--- src/rtl/sipo_rx.sv ---
// sipo_rx: MSB-first 40-bit serial-to-parallel receiver with valid/accept holding storage
//   Sclk           in   link clock, rising edge
//   Clear_n        in   synchronous active-low reset
//   InputSerial    in   serial data bit, MSB first
//   InReady        in   bit strobe; InputSerial valid while high
//   OutAccept      in   consumer ready
//   OutputParallel out  assembled word (head of holding storage)
//   OutValid       out  OutputParallel holds an unconsumed word
//   FrameError     out  one-cycle pulse on a truncated frame
//   Overrun        out  one-cycle pulse when a completed word is dropped
//   OverrunCount   out  saturating count of dropped words
//   Build macro SIPO_SKID_EN selects a 2-entry FIFO instead of a single holding register.
module sipo_rx #(
  parameter int WIDTH = 40,
  parameter int CNT_W = 6
) (
  input  logic             Sclk,
  input  logic             Clear_n,
  input  logic             InputSerial,
  input  logic             InReady,
  input  logic             OutAccept,
  output logic [WIDTH-1:0] OutputParallel,
  output logic             OutValid,
  output logic             FrameError,
  output logic             Overrun,
  output logic [7:0]       OverrunCount
);
  typedef enum logic {IDLE, SHIFT} state_t;
  state_t           r_state, w_state_nx;
  logic [CNT_W-1:0] r_cnt, w_cnt_nx;
  logic [WIDTH-1:0] r_sh;
  logic [WIDTH-1:0] w_word;
  logic             w_done, w_frame_err, w_push, w_drop;
  logic             r_ferr, r_ovr;
  logic [7:0]       r_ovc;
  assign w_word = {r_sh[WIDTH-2:0], InputSerial};
  always_ff @(posedge Sclk) begin
    if (!Clear_n) begin
      r_state <= IDLE;
      r_cnt   <= '0;
      r_sh    <= '0;
    end else begin
      r_state <= w_state_nx;
      r_cnt   <= w_cnt_nx;
      r_sh    <= InReady ? w_word : r_sh;
    end
  end
  // A dropped strobe or the last bit both return the counter to zero.
  always_comb begin
    w_state_nx = (!InReady || w_done) ? IDLE : SHIFT;
    w_cnt_nx   = (!InReady || w_done) ? '0 : r_cnt + CNT_W'(1);
  end
  always_comb begin
    w_done      = InReady && (r_cnt == CNT_W'(WIDTH - 1));
    w_frame_err = !InReady && (r_state == SHIFT);
  end
`ifdef SIPO_SKID_EN
  logic [WIDTH-1:0] r_q0, r_q1, w_q0, w_q1;
  logic [1:0]       r_fill, w_fill_pp;
  logic             w_pop;
  // Pop first, then push into the first free slot of the post-pop queue.
  always_comb begin
    w_pop     = OutAccept && (r_fill != 2'd0);
    w_push    = w_done && ((r_fill != 2'd2) || w_pop);
    w_drop    = w_done && !w_push;
    w_fill_pp = r_fill - {1'b0, w_pop};
    w_q0      = (w_push && w_fill_pp == 2'd0) ? w_word : (w_pop ? r_q1 : r_q0);
    w_q1      = (w_push && w_fill_pp == 2'd1) ? w_word : r_q1;
  end
  always_ff @(posedge Sclk) begin
    if (!Clear_n) begin
      r_q0   <= '0;
      r_q1   <= '0;
      r_fill <= 2'd0;
    end else begin
      r_q0   <= w_q0;
      r_q1   <= w_q1;
      r_fill <= w_fill_pp + {1'b0, w_push};
    end
  end
  assign OutputParallel = r_q0;
  assign OutValid       = r_fill != 2'd0;
`else
  logic [WIDTH-1:0] r_data;
  logic             r_valid, w_acc;
  // An accept on the completion edge frees the register for the new word.
  always_comb begin
    w_acc  = OutAccept && r_valid;
    w_push = w_done && (!r_valid || w_acc);
    w_drop = w_done && !w_push;
  end
  always_ff @(posedge Sclk) begin
    if (!Clear_n) begin
      r_data  <= '0;
      r_valid <= 1'b0;
    end else begin
      r_data  <= w_push ? w_word : r_data;
      r_valid <= w_push || (r_valid && !w_acc);
    end
  end
  assign OutputParallel = r_data;
  assign OutValid       = r_valid;
`endif
  always_ff @(posedge Sclk) begin
    if (!Clear_n) begin
      r_ferr <= 1'b0;
      r_ovr  <= 1'b0;
      r_ovc  <= '0;
    end else begin
      r_ferr <= w_frame_err;
      r_ovr  <= w_drop;
      r_ovc  <= (w_drop && r_ovc != 8'hFF) ? r_ovc + 8'd1 : r_ovc;
    end
  end
  assign FrameError   = r_ferr;
  assign Overrun      = r_ovr;
  assign OverrunCount = r_ovc;
endmodule

--- config.mk ---
export PLATFORM = sky130hd
export DESIGN_NAME = sipo_rx
export DESIGN_NICKNAME = d
export VERILOG_FILES = /design/src/rtl/sipo_rx.sv
export SDC_FILE = /design/constraint.sdc
export NUM_CORES = 1
export LEC_CHECK = 0
export CORE_MARGIN = 2
export CORE_UTILIZATION = 45
export DETAILED_ROUTE_END_ITERATION = 8
export DONT_BUFFER_PORTS = 1
export SLEW_MARGIN = 20
export SYNTH_ARGS = -nofsm -noshare
export SYNTH_HDL_FRONTEND = slang
export SYNTH_SLANG_ARGS = --single-unit
export TNS_END_PERCENT = 50
--- constraint.sdc ---
create_clock -name Sclk -period 1.9 [get_ports Sclk]
set_clock_uncertainty 0.2 [all_clocks]
set_input_delay 0.285 -clock Sclk [delete_from_list [all_inputs] [get_ports Sclk]]
set_output_delay 0.285 -clock Sclk [all_outputs]
set_load 0.05 [all_outputs]
==> results of run 1 <==
## path summary, 6_finish.rpt
kind                                          end  slack, ps  depth (start not counted)  startpoint
worst max register to register    OverrunCount[0]         40                          6    r_cnt[0]
worst min-delay path              OverrunCount[7]         40                          3     InReady
worst max-delay path              OverrunCount[0]         40                          6    r_cnt[0]
worst min register to register  OutputParallel[2]        280                          2     r_sh[1]
## what timing repair did
action / 4_1_cts / 5_1_grt
setup buffers: 2 / 1
hold endpoints to repair: 86 / 42
gates resized for setup: 9 / 22
setup endpoints to repair: 10 / 47
gates cloned: 2 / 1
hold buffers: 35 / 4
pin swaps: 5 / 6
## flip-flops by register name (all words and copies together) (netlist names)
| register | count |
|---|---|
| r_cnt | 6 |
| r_state | 1 |
| Overrun | 1 |
| OutputParallel | 40 |
| FrameError | 1 |
| OverrunCount | 8 |
| OutValid | 1 |
| r_sh | 39 |
## power by group through the flow
| stage | Clock, mW | Sequential, mW | Combinational [mW] |
|---|---|---|---|
| 2_1_floorplan | 0 | 2.09 | 0.0838 |
| 3_3_place_gp | 0 | 2.09 | 0.0509 |
| 3_5_place_dp | 0 | 2.09 | 0.0510 |
| 4_1_cts | 1.37 | 2.04 | 0.0837 |
| 5_1_grt | 1.47 | 2.05 | 0.122 |
| 6_report | 1.35 | 2.04 | 0.112 |
## per-layer routing
metal / up-vias / wire (um)
met3: 8 / 446
li1: 1427 / -
met2: 63 / 4070
met4: 0 / 75
met1: 1358 / 3680
met5: - / 0
## cell type report
type | instances | area [um2]
inverter | 3 | 11.3
fill | 709 | 3150
timing repair buffer | 67 | 701
clock buffer | 10 | 128
clock inverter | 6 | 68.8
tap | 102 | 128
sequential | 97 | 1950
multi-input combinational | 260 | 1550
## cell families after synthesis
| group | Yosys count | share of synthesized area |
|---|---|---|
| AO/OA/AOI/OAI | 55 | 0.0845 |
| XOR/XNOR | 4 | 0.00990 |
| multiplexers | 40 | 0.113 |
| AND/OR/NAND/NOR | 158 | 0.202 |
| buffers and inverters | 32 | 0.0353 |
| flip-flops | 97 | 0.548 |
| adder cells (fa/ha/maj) | 2 | 0.00707 |
## worst min-delay path, delay by kind of cell
family / cells / cell delay [ps]
simple gates: 2 / 220
compound gates: 1 / 50
## cell usage in the layout (no fill, tap or decap), types with 9 or more instances in the layout
master         count
nor2_1            47
buf_4             19
nand3_1           44
o21ai_0           32
nand2_1           47
dfxtp_1           93
clkbuf_8           9
o21ai_1           10
mux2i_1           40
dlygate4sd3_1     37
==> results.sh, run 1 <==
export IMPL_slew_violations=0
export IMPL_final_core_util=0.590
export IMPL_rows=32
export IMPL_slew_headroom=0.634
export IMPL_yosysMostFrequentCell="dfxtp_1"
export IMPL_cap_violations=0
export IMPL_tritoncts="yes"
export IMPL_met3_usage=0.0683
export IMPL_path_clk_slew_ps=90
export IMPL_grt_pass1_vias=2771
export IMPL_ctsHtreeMaxLevel=3
export IMPL_end_kind="flop"
export IMPL_power_density_mw_per_mm2=773
export IMPL_fp_dieArea_mm2=0.00859
export IMPL_syn_avg_cell_area_um2=9.13
export IMPL_cts_buffers=9
export IMPL_grt_overflow=0
export IMPL_wl_per_cell_um=15.2
export IMPL_hold_worst_slack_ps=39.5
export IMPL_port_buffer_count=0
export IMPL_p_comb_frac=0.032
export IMPL_place_ws_ps=-138
export IMPL_setup_tns_ps=0
export IMPL_critPathRequiredTime_ps=1990
export IMPL_cp_buffers_inverters=1
export IMPL_ioPinCount=56
export IMPL_setup_ws_ps=35.6
export IMPL_finalNonFillerCells=545
export IMPL_synth_seq_cells=97
export IMPL_synth_area_leaders="dfxtp_1, mux2i_1, nand3_1"
export IMPL_dr_total_vias=2856
export IMPL_rsz0062_at_grt="yes"
export IMPL_hold_viol_final=0
export IMPL_leakagePower_nw=1.62
export IMPL_clock_sinks=97
export IMPL_crit_path_max_incr_delay_ps=360
export IMPL_route_detailed_drc=0
export IMPL_grt_usage=0.192
export IMPL_netSwitchingFraction=0.231
export IMPL_syn_nets=395
export IMPL_crit_fanout=6
export IMPL_finalCriticalPeriod_ps=1860
export IMPL_status="finished clean"
export IMPL_grt_pass1_wl_um=13000
export IMPL_dp_hpwl_um=4250
export IMPL_yosys_cell_types_count=30
export IMPL_yosysSeqAreaShare=0.548
export IMPL_grt_util_met1=0.230
export IMPL_fmax_mhz=536
export IMPL_yosys_warnings=0
export IMPL_clock_latency_ps=370
export IMPL_synth_async_reset_ratio=0
export IMPL_final_area_mm2=0.00453
export IMPL_slowest_stage="dfxtp_2"
export IMPL_firstDrtPassIters=4
export IMPL_synth_top_cell_area_share=0.548
export IMPL_wl_um=8270
export IMPL_place_inst=484
export IMPL_total_power_mw=3.51
export IMPL_cp_start_kind="flop"
export IMPL_path_cells="ha_4, and4bb_4, nand4_4, buf_6, or3_1, a21oi_1"
export IMPL_clkPwrFrac=0.385
export IMPL_synth_edf_count=0
export IMPL_use_met2=0.325
export IMPL_ys_flop_type="dfxtp_1"
export IMPL_place_area_mm2=0.00374
export IMPL_synthTopCellsByCount="dfxtp_1, nor2_1, nand2_1"
export IMPL_p_int_mw=2.70
export IMPL_grt_busiest_layer="met2"
export IMPL_start_util=0.461
export IMPL_worstHoldPathType="input port to flop"
export IMPL_via_per_inst=5.24
export IMPL_nets=445
export IMPL_cts_root_buf="clkbuf_8"
export IMPL_yosys_area_top_type="dfxtp_1"
export IMPL_drtIter0Drc=161
export IMPL_clk_path_buf_depth=2
export IMPL_fin_crit_sh=0.981
export IMPL_fp_dieH_um=92.7
export IMPL_worst_pin_slew_ps=548
export IMPL_place_gp_congestion=0.766
export IMPL_syn_to_final_growth_pct=28.1
export IMPL_ant_nets=0
export IMPL_crit_type="flop to flop"
export IMPL_synth_cells=388
export IMPL_p_sw_mw=0.809
export IMPL_diodes=0
export IMPL_arrival_ps=1960
export IMPL_dieWidth_um=92.7
export IMPL_core_mm2=0.00769
export IMPL_peakVddDrop_v=0.000428
export IMPL_drive_gt1_frac=0.135
export IMPL_syn_area_mm2=0.00354
export IMPL_seqPwrFrac=0.583
export IMPL_finalSetupViolCount=0
export IMPL_grt_max_degree=88
export IMPL_grt_antenna_before_repair=0
export IMPL_critPathTopFamily="simple AND/OR/NAND/NOR gates"
Note: power is estimated with default switching activity, not from simulation.
==> inputs of run 2 (changes only) <==
--- a/config.mk
+++ b/config.mk
@@ -9,6 +9,9 @@
 export CORE_UTILIZATION = 45
 export DETAILED_ROUTE_END_ITERATION = 8
 export DONT_BUFFER_PORTS = 1
+export GPL_ROUTABILITY_DRIVEN = 0
+export PLACE_DENSITY = 0.65
+export SETUP_SLACK_MARGIN = 0.3
 export SLEW_MARGIN = 20
 export SYNTH_ARGS = -nofsm -noshare
 export SYNTH_HDL_FRONTEND = slang
==> run 2 against run 1 <==
  * Non-clock buffer count is 22 higher
  * Wire length rose by 20%
  * Combinational power is 17% lower
  * Critical path type unchanged
  * First-iteration DRC count up 2.5%
  * The flow now finishes with violations (hold timing)
  * Global-route usage rose by 2.9 points
  * Sequential power hardly changed
  * Sequential share of layout area shrank 5.2 points
==> results.sh, run 2 (synthesis gave the netlist of run 1 again) <==
export IMPL_cts_root_buf="clkbuf_8"
export IMPL_critPathLaunch="r_cnt[1]"
export IMPL_finalNonFillerCells=567
export IMPL_rows=32
export IMPL_ioPinCount=56
export IMPL_via_per_inst=5.45
export IMPL_hold_worst_slack_ps=-134
export IMPL_grt_overflow=0
export IMPL_ctsHtreeMaxLevel=3
export IMPL_total_power_mw=3.47
export IMPL_nets=467
export IMPL_setup_tns_ps=0
export IMPL_fmax_mhz=536
export IMPL_final_core_util=0.675
export IMPL_netSwitchingFraction=0.214
export IMPL_place_ws_ps=19.3
export IMPL_drive_gt1_frac=0.273
export IMPL_violations="hold timing"
export IMPL_cts_buffers=9
export IMPL_crit_path_max_incr_delay_ps=440
export IMPL_place_inst=475
export IMPL_layout_common_cells="dfxtp_1, dlygate4sd3_1, nor2_1, nand2_1, mux2i_1"
export IMPL_rsz0062_at_grt="yes"
export IMPL_grt_usage=0.221
export IMPL_fp_dieArea_mm2=0.00859
export IMPL_p_int_mw=2.73
export IMPL_drtIter0Drc=165
export IMPL_largest_reg_flops=40
export IMPL_r2r_start="r_cnt[1]"
export IMPL_slowest_stage="or4_4"
export IMPL_ant_nets=0
export IMPL_endpoint="OverrunCount[3]"
export IMPL_finalSetupViolCount=0
export IMPL_fp_dieH_um=92.7
export IMPL_final_common_cell="dfxtp_1"
export IMPL_leakagePower_nw=1.84
export IMPL_firstDrtPassIters=4
export IMPL_cp_buffers_inverters=1
export IMPL_status="complete, but fails checks"
export IMPL_r2r_end="OverrunCount[3]"
export IMPL_cp_start_kind="flop"
export IMPL_dieWidth_um=92.7
export IMPL_final_area_mm2=0.00519
export IMPL_hold_viol_final=44
export IMPL_grt_max_degree=88
export IMPL_crit_cells=6
export IMPL_dr_total_vias=3090
export IMPL_path_cells="ha_4, and4bb_4, buf_4, nand4_4, or4_4, a21oi_2"
export IMPL_hold_depth=2
export IMPL_worst_pin_slew_ps=746
export IMPL_start_util=0.461
export IMPL_ff2ff_setup_slack_ps=30
export IMPL_p_sw_mw=0.742
export IMPL_tritoncts="yes"
export IMPL_seqPwrFrac=0.588
export IMPL_cap_violations=0
export IMPL_power_density_mw_per_mm2=668
export IMPL_grt_pass1_vias=2918
export IMPL_crit_fanout=5
export IMPL_setup_ws_ps=34.9
export IMPL_slew_violations=0
export IMPL_place_area_mm2=0.00375
export IMPL_wl_per_cell_um=17.5
export IMPL_clock_latency_ps=360
export IMPL_crit_type="flop to flop"
export IMPL_port_buffer_count=0
export IMPL_arrival_ps=1950
export IMPL_path_clk_slew_ps=90
export IMPL_end_kind="flop"
export IMPL_route_detailed_drc=0
export IMPL_fin_crit_sh=0.982
export IMPL_worstHoldPathType="input port to flop"
export IMPL_finalCriticalPeriod_ps=1870
export IMPL_syn_to_final_growth_pct=46.6
export IMPL_critPathTopFamily="simple AND/OR/NAND/NOR gates"
export IMPL_rr_worst_depth=6
export IMPL_slew_headroom=0.502
export IMPL_peakVddDrop_v=0.000394
export IMPL_dp_hpwl_um=4290
export IMPL_critPathRequiredTime_ps=1980
export IMPL_clkPwrFrac=0.385
export IMPL_clk_path_buf_depth=2
export IMPL_diodes=0
export IMPL_p_comb_frac=0.027
export IMPL_grt_pass1_wl_um=14700
export IMPL_clock_sinks=97
export IMPL_grt_antenna_before_repair=0
export IMPL_hp_start="Clear_n"
export IMPL_wl_um=9930
export IMPL_core_mm2=0.00769
-- run 2: changes by cell type in the layout (fill, tap and decap cells not counted), sizes merged --
cell,before,now
dlygate4sd3,37,49
dlymetal6s4s,0,1
clkinvlp,4,0
clkbuf,11,15
buf,29,36
bufbuf,0,1
clkinv,1,2
-- run 2: power groups by stage --
stage / clock (mW) / combinational (mW) / sequential [mW]
3_5_place_dp: 0 / 0.0530 / 2.09
3_3_place_gp: 0 / 0.0516 / 2.09
5_1_grt: 1.43 / 0.0977 / 2.04
4_1_cts: 1.35 / 0.0884 / 2.04
2_1_floorplan: 0 / 0.0845 / 2.09
6_report: 1.33 / 0.0927 / 2.04
-- run 2: final cells by class --
class | count | area (um2)
well taps | 102 | 128
multi-input cells | 260 | 1810
fillers | 581 | 2490
flip-flops and latches | 97 | 1960
clock buffers | 13 | 149
clock inverters | 3 | 40.0
repair buffers | 89 | 1100
inverters | 3 | 11.3
-- run 2: worst min-delay path by stage --
| stage | endpoint | slack [ps] |
|---|---|---|
| floorplan | FrameError | 200 |
| global placement | FrameError | 180 |
| detailed placement | FrameError | 180 |
| CTS | OverrunCount[6] | -160 |
| global route | OverrunCount[6] | -160 |
| finish | OutputParallel[28] | -130 |
-- run 2: repair_timing --
action,in CTS,in global routing
resized for setup,49,66
buffers inserted,14,0
hold buffers,44,7
gates cloned,9,2
pin swaps,13,32
endpoints found under the hold margin,88,44
setup endpoints to repair,53,51
-- run 2: per-layer routing --
metal,track usage,part of all wire
met4,0.0760,0.012
met5,0,0
met1,0.276,0.42
met3,0.0545,0.050
met2,0.373,0.51
